## src/rtl/a429_pkg.sv

```systemverilog
// rtl/a429_pkg.sv - shared ARINC429 constants for the receive path
package a429_pkg;

  localparam int A429_WORD_W  = 32;
  localparam int A429_LBL_LSB = 0;
  localparam int A429_LBL_MSB = 7;
  localparam int A429_LBL_W   = A429_LBL_MSB - A429_LBL_LSB + 1;
  localparam int A429_DEPTH   = 32;
  localparam int A429_REJ_W   = 16;

  typedef logic [A429_LBL_W-1:0]  a429_label_t;
  typedef logic [A429_WORD_W-1:0] a429_word_t;

  function automatic a429_label_t a429_label(input a429_word_t w);
    return w[A429_LBL_MSB:A429_LBL_LSB];
  endfunction

endpackage

```

## src/rtl/a429_sync_fifo.sv

```systemverilog
// rtl/a429_sync_fifo.sv - first-word-fall-through FIFO with registered flags and count
module a429_sync_fifo
  import a429_pkg::*;
#(
  parameter int DEPTH = A429_DEPTH,
  parameter int AW    = $clog2(DEPTH),
  parameter int DW    = A429_WORD_W
) (
  input  logic          clk_i,
  input  logic          rst_i,
  input  logic          flush_i,
  input  logic          wr_i,
  input  logic [DW-1:0] di_i,
  input  logic          rd_i,
  output logic [DW-1:0] do_o,
  output logic          empty_o,
  output logic          full_o,
  output logic [AW:0]   cnt_o
);

  localparam logic [AW:0] FULL_CNT = (AW+1)'(DEPTH);

  logic [DW-1:0] mem [DEPTH];
  logic [AW:0]   wr_ptr, rd_ptr;
  logic [AW:0]   wr_nxt, rd_nxt, cnt_nxt;
  logic          do_wr, do_rd;
  logic          head_bypass;

  assign do_wr = wr_i && !full_o && !flush_i;
  assign do_rd = rd_i && !empty_o && !flush_i;

  always_comb begin
    wr_nxt = wr_ptr;
    rd_nxt = rd_ptr;
    if (flush_i) begin
      wr_nxt = '0;
      rd_nxt = '0;
    end else begin
      if (do_wr) wr_nxt = wr_ptr + 1'b1;
      if (do_rd) rd_nxt = rd_ptr + 1'b1;
    end
    cnt_nxt = wr_nxt - rd_nxt;
  end

  // The incoming word becomes the next head when it lands where the read pointer will point.
  assign head_bypass = do_wr && (wr_ptr[AW-1:0] == rd_nxt[AW-1:0]);

  always_ff @(posedge clk_i) begin
    if (do_wr) mem[wr_ptr[AW-1:0]] <= di_i;
  end

  always_ff @(posedge clk_i) begin
    if (rst_i) begin
      wr_ptr  <= '0;
      rd_ptr  <= '0;
      cnt_o   <= '0;
      empty_o <= 1'b1;
      full_o  <= 1'b0;
      do_o    <= '0;
    end else begin
      wr_ptr  <= wr_nxt;
      rd_ptr  <= rd_nxt;
      cnt_o   <= cnt_nxt;
      empty_o <= (cnt_nxt == '0);
      full_o  <= (cnt_nxt == FULL_CNT);
      if (flush_i)
        do_o <= '0;
      else if (cnt_nxt != '0)
        do_o <= head_bypass ? di_i : mem[rd_nxt[AW-1:0]];
    end
  end

endmodule

```

## src/rtl/a429_rx_fifo.sv

```systemverilog
// rtl/a429_rx_fifo.sv - ARINC429 receive FIFO with label accept filter, overflow and reject counters
module a429_rx_fifo
  import a429_pkg::*;
#(
  parameter int DEPTH = A429_DEPTH,
  parameter int AW    = $clog2(DEPTH)
) (
  input  logic                  clk_i,
  input  logic                  rst_i,
  input  logic                  rf_wr,
  input  logic [31:0]           rf_di,
  output logic                  rf_fl,
  input  logic                  rd_i,
  output logic [31:0]           rd_do,
  output logic                  empty_o,
  output logic [AW:0]           cnt_o,
  output logic                  ovf_o,
  input  logic                  ovf_clr_i,
  input  logic                  flush_i,
  input  logic                  lbl_ena_i,
  input  logic                  lbl_we_i,
  input  logic [7:0]            lbl_addr_i,
  input  logic                  lbl_di_i,
  output logic [A429_REJ_W-1:0] rej_cnt_o
);

  logic [(1<<A429_LBL_W)-1:0] lbl_tbl;
  logic                       accept;
  logic                       acc_wr;
  logic                       rej_wr;
  logic                       ovf_evt;

  // Table lookup uses the registered entry, so a same-cycle table write affects only later words.
  assign accept  = !lbl_ena_i || lbl_tbl[a429_label(rf_di)];
  assign acc_wr  = rf_wr && !flush_i && accept;
  assign rej_wr  = rf_wr && !flush_i && !accept;
  assign ovf_evt = acc_wr && rf_fl;

  always_ff @(posedge clk_i) begin
    if (rst_i) begin
      lbl_tbl   <= '1;
      rej_cnt_o <= '0;
      ovf_o     <= 1'b0;
    end else begin
      if (lbl_we_i) lbl_tbl[lbl_addr_i] <= lbl_di_i;
      if (rej_wr && (rej_cnt_o != '1)) rej_cnt_o <= rej_cnt_o + 1'b1;
      if (ovf_evt)
        ovf_o <= 1'b1;
      else if (ovf_clr_i)
        ovf_o <= 1'b0;
    end
  end

  a429_sync_fifo #(
    .DEPTH (DEPTH),
    .AW    (AW),
    .DW    (A429_WORD_W)
  ) u_fifo (
    .clk_i   (clk_i),
    .rst_i   (rst_i),
    .flush_i (flush_i),
    .wr_i    (acc_wr),
    .di_i    (rf_di),
    .rd_i    (rd_i),
    .do_o    (rd_do),
    .empty_o (empty_o),
    .full_o  (rf_fl),
    .cnt_o   (cnt_o)
  );

endmodule

```

## config.mk

```make
export PLATFORM = sky130hd
export DESIGN_NAME = a429_rx_fifo
export DESIGN_NICKNAME = d
export VERILOG_FILES = /design/src/rtl/a429_pkg.sv /design/src/rtl/a429_sync_fifo.sv /design/src/rtl/a429_rx_fifo.sv
export SDC_FILE = /design/constraint.sdc
export NUM_CORES = 2
export LEC_CHECK = 0
export BUFFER_PORTS_ARGS = -buffer_cell sky130_fd_sc_hd__buf_2
export CORE_ASPECT_RATIO = 1.5
export CORE_MARGIN = 10
export CORE_UTILIZATION = 36
export CTS_CLUSTER_DIAMETER = 120
export DETAILED_ROUTE_END_ITERATION = 6
export HOLD_SLACK_MARGIN = 0.15
export SLEW_MARGIN = 0
export SYNTH_ARGS = -nofsm -noshare
export SYNTH_HDL_FRONTEND = slang
export SYNTH_SLANG_ARGS = --single-unit
```

## constraint.sdc

```tcl
create_clock -name clk_i -period 7.2 [get_ports clk_i]
set_input_delay 1.08 -clock clk_i [delete_from_list [all_inputs] [get_ports clk_i]]
set_output_delay 1.08 -clock clk_i [all_outputs]
set_load 0.01 [all_outputs]
```

# --- Yosys cells after proc, flatten, opt, wreduce, memory -nomap -nowiden ---
# Memories as Yosys holds them, arrays and structs flattened. A register that Yosys moved wholly into a read port is not among the register bits.
# Index checks and enable logic that the tools add are counted.
totals:
  reg_bits: 293
  latchBits: 0
  ramBits: 1024
  romBits: 0
  inputBits: 49
  output_inout_bits: 57
  mem_count: 1
memory_table:
  columns: ["memory", "words", "width", "read_ports", "rd_ports_with_merged_regs", "wr", "line_no", "text"]
  rows:
  - ["u_fifo.mem", 32, 32, 1, 1, 1, "a429_sync_fifo.sv:23", "logic [DW-1:0] mem [DEPTH];"]
op_classes:
  add_sub_neg: 4
  multipliers: 0
  n_div: 0
  order_cmp: 3
  n_eq_ne: 2
  n_shift: 0
  mux: 13
  n_bitwise: 0
  reduce_logical: 20
op_table:
  columns: ["operator", "count"]
  rows:
  - ["256-bit bitwise mux", 1]
  - ["6-bit 2-to-1 mux", 4]
  - ["8-bit by 9-bit < comparator with 1-bit output (second input constant)", 2]
  - ["16-bit by 1-bit adder with 16-bit output (second input constant)", 1]
  - ["16-bit inequality test (second input constant)", 1]
  - ["6-bit by 1-bit adder with 6-bit output (second input constant)", 2]
  - ["1-bit logical AND", 10]
  - ["1-bit binary-select mux with 8-bit select", 1]
  - ["1-bit demux with 8-bit select", 1]
  - ["8-bit by 1-bit >= comparator with 1-bit output (second input constant)", 1]
  - ["6-bit equality test (second input constant)", 1]
  - ["6-bit zero test", 1]
  - ["1-bit 2-to-1 mux", 6]
  - ["6-bit nonzero test", 1]
  - ["6-bit subtractor", 1]
  - ["1-bit zero test", 5]
  - ["2-bit nonzero test", 1]
  - ["2-bit OR reduction", 1]
  - ["1-bit logical OR", 1]

# --- Longest topological paths before layout ---
logic_depth:
  word_depth: 10
  ltp_mapped: 25
  ltp_nobuf: 19

# --- By module ---
# From an unflattened synthesis, not the netlist that was laid out.
unflattened:
  cells_unflattened: 4326
  area_unflattened_um2: 57237.4
by_module_without_submodules:
  columns: ["module", "instances", "cells_each", "area_per_inst_um2", "seq_area_each_um2"]
  rows:
  - ["a429_sync_fifo", 1, 2805, 43219.0, 31790.5]
  - ["a429_rx_fifo", 1, 1521, 14018.4, 5465.2]

# --- Least setup slack after synthesis ---
# OpenSTA, ideal clock, no wires.
synth_timing:
  kind: "input-to-reg"
  startpoint: "in rf_di[2]"
  endpoint: "mem u_fifo.mem[14][0] in the netlist's numbering, enable pin"
  setup_time_ns: 0.461
  arrival_ns: 5.550
  t_required_ns: 6.739
  setup_slack_ns: 1.189
  cell_stages: 11
  n_path_buf: 4
  path_cell_list: "buf_6 -> buf_4 -> buf_4 -> buf_2 -> o311ai_1 -> a32oi_1 -> a311o_1 -> o211a_4 -> nor3_2 -> nand2_1 -> nor3_1"
synth_via:
  elab_chain_cells: 8
synth_rtl:
  columns: ["item", "line_no", "text"]
  rows:
  - ["start, declared", "a429_rx_fifo.sv:11", "input logic [31:0] rf_di,"]
  - ["1-bit binary-select mux with 8-bit select", "a429_rx_fifo.sv:34", "assign accept = !lbl_ena_i || lbl_tbl[a429_label(rf_di)];"]
  - ["1-bit 2-to-1 mux (not written as such)", "a429_rx_fifo.sv:34", null]
  - ["1-bit logical OR", "a429_rx_fifo.sv:34", null]
  - ["1-bit logical AND", "a429_rx_fifo.sv:35", "assign acc_wr = rf_wr && !flush_i && accept;"]
  - ["1-bit logical AND (2 in a row)", "a429_sync_fifo.sv:29", "assign do_wr = wr_i && !full_o && !flush_i;"]
  - ["1-bit 2-to-1 mux", "a429_sync_fifo.sv:49", "if (do_wr) mem[wr_ptr[AW-1:0]] <= di_i;"]
  - ["1-bit 2-to-1 mux (not written as such)", "a429_sync_fifo.sv:49", null]
  - ["end, declared", "a429_sync_fifo.sv:23", null]
# No other way between the ends. The select of a mux whose other input is x is not followed.

# --- Worst setup path after layout ---
layout_timing:
  startpoint: "in rf_di[0]"
  endpoint: "reg u_fifo.do_o[19] (read register of u_fifo.mem)"
layout_via:
  elab_chain_cells: 10
layout_rtl:
  columns: ["item", "line_no", "text"]
  rows:
  - ["1-bit binary-select mux with 8-bit select", "a429_rx_fifo.sv:34", null]
  - ["1-bit 2-to-1 mux (not written as such)", "a429_rx_fifo.sv:34", null]
  - ["1-bit logical OR", "a429_rx_fifo.sv:34", null]
  - ["1-bit logical AND", "a429_rx_fifo.sv:35", null]
  - ["1-bit logical AND (2 in a row)", "a429_sync_fifo.sv:29", null]
  - ["6-bit 2-to-1 mux", "a429_sync_fifo.sv:39", "if (do_wr) wr_nxt = wr_ptr + 1'b1;"]
  - ["6-bit 2-to-1 mux", "a429_sync_fifo.sv:35", "if (flush_i) begin"]
  - ["6-bit subtractor", "a429_sync_fifo.sv:42", "cnt_nxt = wr_nxt - rd_nxt;"]
  - ["6-bit nonzero test", "a429_sync_fifo.sv:68", "else if (cnt_nxt != '0)"]
  - ["end, declared", "a429_sync_fifo.sv:15", "output logic [DW-1:0] do_o,"]
# No other way between the ends. The select of a mux whose other input is x is not followed.
# A chain may end at the register's enable or synchronous reset.

==> flow_summary_export.csv <==
group,metric,value,unit
clock_network,numCtsBuffers,133,
clock_network,hold_buffers,0,
route,num_vias,31900,
sta,max_slew_margin,16.9,%
global_route,antenna_found_initial,6,
sta,finalHoldViolations,0,
die,rows,178,
route,vias_per_cell,5.46,
synthesis,avgSynthCellArea,15.8,sq um
synthesis,syn-num-nets,3666,
setup_path,startpoint,"rf_di[0]",
final_layout,nNetsFinal,3723,
sta,setup_violations,0,
sta,finalCritPeriodShare,81.0,%
worst_hold_path,hp-start,"u_fifo.do_o[23]",
sta,setup_tns,0,ns
clock_network,clkTransAtPathRegs,0.06,ns
global_route,grt_pass1_vias,32200,
final_layout,area_growth,13.1,%
synthesis,seq_area_frac_synth,65.4,%
final_layout,drive_above_1_share,17.3,%
route,drt_iter0_drc,2981,
synthesis,syn-instance-count,3605,
power_and_ir_drop,vdd_drop_max,248,uV
die,initial_core_util,36.3,%
power_and_ir_drop,internal_power,12.6,mW
die,core-area,157000,sq um
synthesis,syn-cell-area,56900,sq um
setup_path,worstSetupPathType,"in -> reg",
die,fp.dieW,345,um
worst_hold_path,hp-class,"reg -> reg",
die,die_h,507,um
clock_network,cts_setup_buffers,0,
clock_network,clock_sinks,1349,
global_route,grt_pass1_wl,221000,um
clock_network,cts.path.max_buffers,3,
synthesis,synthArstFlopShare,0,%
power_and_ir_drop,p_sw,3.74,mW
route,drc,0,
power_and_ir_drop,p_leak,20.1,nW
sta,fmax,0.172,GHz
setup_path,crit_required,7.89,ns
power_and_ir_drop,p_clk_share,42.2,%
global_route,grt_usage,17.0,%
clock_network,cts_root_buffer,"clkbuf_16",
flow_run,drv_cap,0,
sta,rsz0062_at_grt,"no",
power_and_ir_drop,power_switching_share,22.8,%
placed_design,io_buffers,105,
route,wirelength,152000,um
die,die_area,175000,sq um
sta,tightest_slew,1.25,ns
run_status,status,"completed",
global_route,grt_max_degree,112,
power_and_ir_drop,combPwrFrac,6.4,%
sta,slew_viol_final,0,
setup_path,cp-end-kind,"flop",
synthesis,ys_warn_count,0,
power_and_ir_drop,power_frac_seq,51.4,%
clock_network,cts-htree-levels,4,
route,dr.pass1.iters,5,
synthesis,synth_edf_count,1024,
die,ios,106,
clock_network,cts_tree,"yes",
synthesis,ys_types,72,
route,ant_nets,0,
sta,timing.hold.ws,0.457,ns
clock_network,worstSkewPairLatency,0.78,ns
placed_design,dpl.hpwl,86700,um
sta,clock_skew,0.0317,ns
setup_path,r2r-start,"lbl_tbl[193]",
power_and_ir_drop,power_density,254,nW/um^2
placed_design,gp_congestion,0.792,
synthesis,ys_seq_elements,1349,
setup_path,crit_arrival,6.52,ns
synthesis,ys.flop_type,"edfxtp_1",
setup_path,cp-start-kind,"primary input",
sta,fin_crit,5.83,ns
global_route,grt_overflow,0,
clock_network,postCtsResizedCells,0,
route,wl_per_cell,26.0,um
setup_path,cp_max_fo,30,
-- cells in the mapped netlist, drive strengths merged (4+ instances only) --
cell | number | area (sq um)
xor2 | 17 | 149
a2111oi | 4 | 35.0
o21ai | 42 | 210
a21oi | 17 | 85.1
edfxtp | 1024 | 30700
mux4 | 166 | 3780
clkbuf | 211 | 796
a22oi | 11 | 82.6
nand2b | 13 | 81.3
a311o | 226 | 2260
xnor2 | 12 | 105
and3 | 23 | 144
nor2 | 151 | 569
nand2 | 101 | 379
buf | 96 | 579
nand3 | 17 | 85.1
mux2 | 7 | 82.6
and2 | 34 | 213
mux2i | 692 | 6930
dfxtp | 325 | 6510
nor3 | 16 | 85.1
ha | 11 | 138
nor2b | 43 | 269
or2 | 6 | 37.5
a211o | 32 | 280
or3 | 5 | 36.3
nor4 | 8 | 65.1
a21boi | 224 | 1680
nand3b | 6 | 45.0
nand4 | 13 | 81.3
inv | 12 | 45.0
-- worst paths after layout --
| check | end | slack, ns | depth (start not counted) |
|---|---|---|---|
| max | u_fifo.do_o[19] | 1.37 | 20 |
| min | u_fifo.do_o[23] | 0.46 | 2 |
| max reg2reg | u_fifo.do_o[19] | 1.94 | 20 |
| min reg2reg | u_fifo.do_o[23] | 0.46 | 2 |
-- power by group through the flow --
stage | Combinational, mW | Sequential, mW | Clock (mW)
finish | 1.04 | 8.42 | 6.91
global route | 1.12 | 8.42 | 7.32
CTS | 1.05 | 8.42 | 7.04
detailed placement | 1.05 | 8.59 | 0
global placement | 1.04 | 8.59 | 0
floorplan | 0.698 | 8.59 | 0
-- per-layer routing --
layer  vias up  part of all wire (%)  track usage, %  wire length (um)
li1      14300                     -               -                 -
met1     16600                    41            20.9             61600
met2       791                    52            30.6             79500
met3       207                   4.5            2.27              6820
met4         2                   2.5            4.95              3720
met5         -                0.0046               0                 7
-- state kept, by name, summed over array words and instances, names as in the netlist --
| register | count |
|---|---|
| u_fifo.mem | 1024 |
| ovf_o | 1 |
| u_fifo.full_o | 1 |
| u_fifo.rd_ptr | 6 |
| u_fifo.wr_ptr | 6 |
| u_fifo.cnt_o | 6 |
| lbl_tbl | 256 |
| rej_cnt_o | 16 |
| u_fifo.empty_o | 1 |
| u_fifo.do_o | 32 |
-- layout make-up --
cell class                      count  area, sq um
Antenna cell                        4         10.0
Clock buffer                      168         3520
Clock inverter                     74          769
Fill cell                       14100        92600
Inverter                           14         60.1
Multi-Input combinational cell   1935        18600
Sequential cell                  1349        37300
Tap cell                         2070         2590
Timing Repair Buffer              229         1620
-- stage by stage --
step,worst slack [ns],utilization (%),std cells,power (mW),area (sq um)
global route,0.976,41.0,5840,16.9,64400
global placement,0.703,38.3,5597,9.62,60100
finish,1.37,41.0,5843,16.4,64400
CTS,1.41,41.0,5839,16.5,64400
floorplan,1.19,-,3605,9.29,56900
detailed placement,0.619,38.3,5597,9.64,60100
-- critical path: stages --
cell and delay [ns]:
buf_4 0.43, and2_1 0.49, a22oi_1 0.14, nand4b_1 0.12
a21oi_1 0.08, o41ai_1 0.87, o211a_4 0.37, nor3_2 0.09
xnor2_1 0.17, or2_2 0.28, ha_1 0.21, fa_1 0.41
o21ai_0 0.17, a21oi_1 0.10, xor2_1 0.19, nand3_1 0.17
nor2b_1 0.14, mux2_4 0.44, buf_4 0.25, mux2i_1 0.20
-- placed cells by master (no fill, tap or decap), types with 41 or more instances in the layout --
cell type	instances
buf_4	115
dfxtp_1	325
nand2_1	101
edfxtp_1	1024
nor2b_1	43
mux4_2	155
a21boi_0	224
buf_2	101
o21ai_0	41
a311o_1	226
nor2_1	114
clkbuf_16	133
mux2i_1	692
-- logic make-up (layout without fill, tap and decap cells) --
logic type | Yosys count | count (layout) | synth area share [%]
other | 0 | 4 | 0
buffers and inverters | 321 | 485 | 2.51
muxes | 865 | 865 | 18.9
adders and majority gates | 12 | 12 | 0.277
and+or+nand+nor | 447 | 447 | 3.84
DFF | 1349 | 1349 | 65.4
AOI/OAI and AO/OA | 582 | 582 | 8.55
xor gates and xnor gates | 29 | 29 | 0.446
No activity file was read; power rests on OpenSTA's default activity.
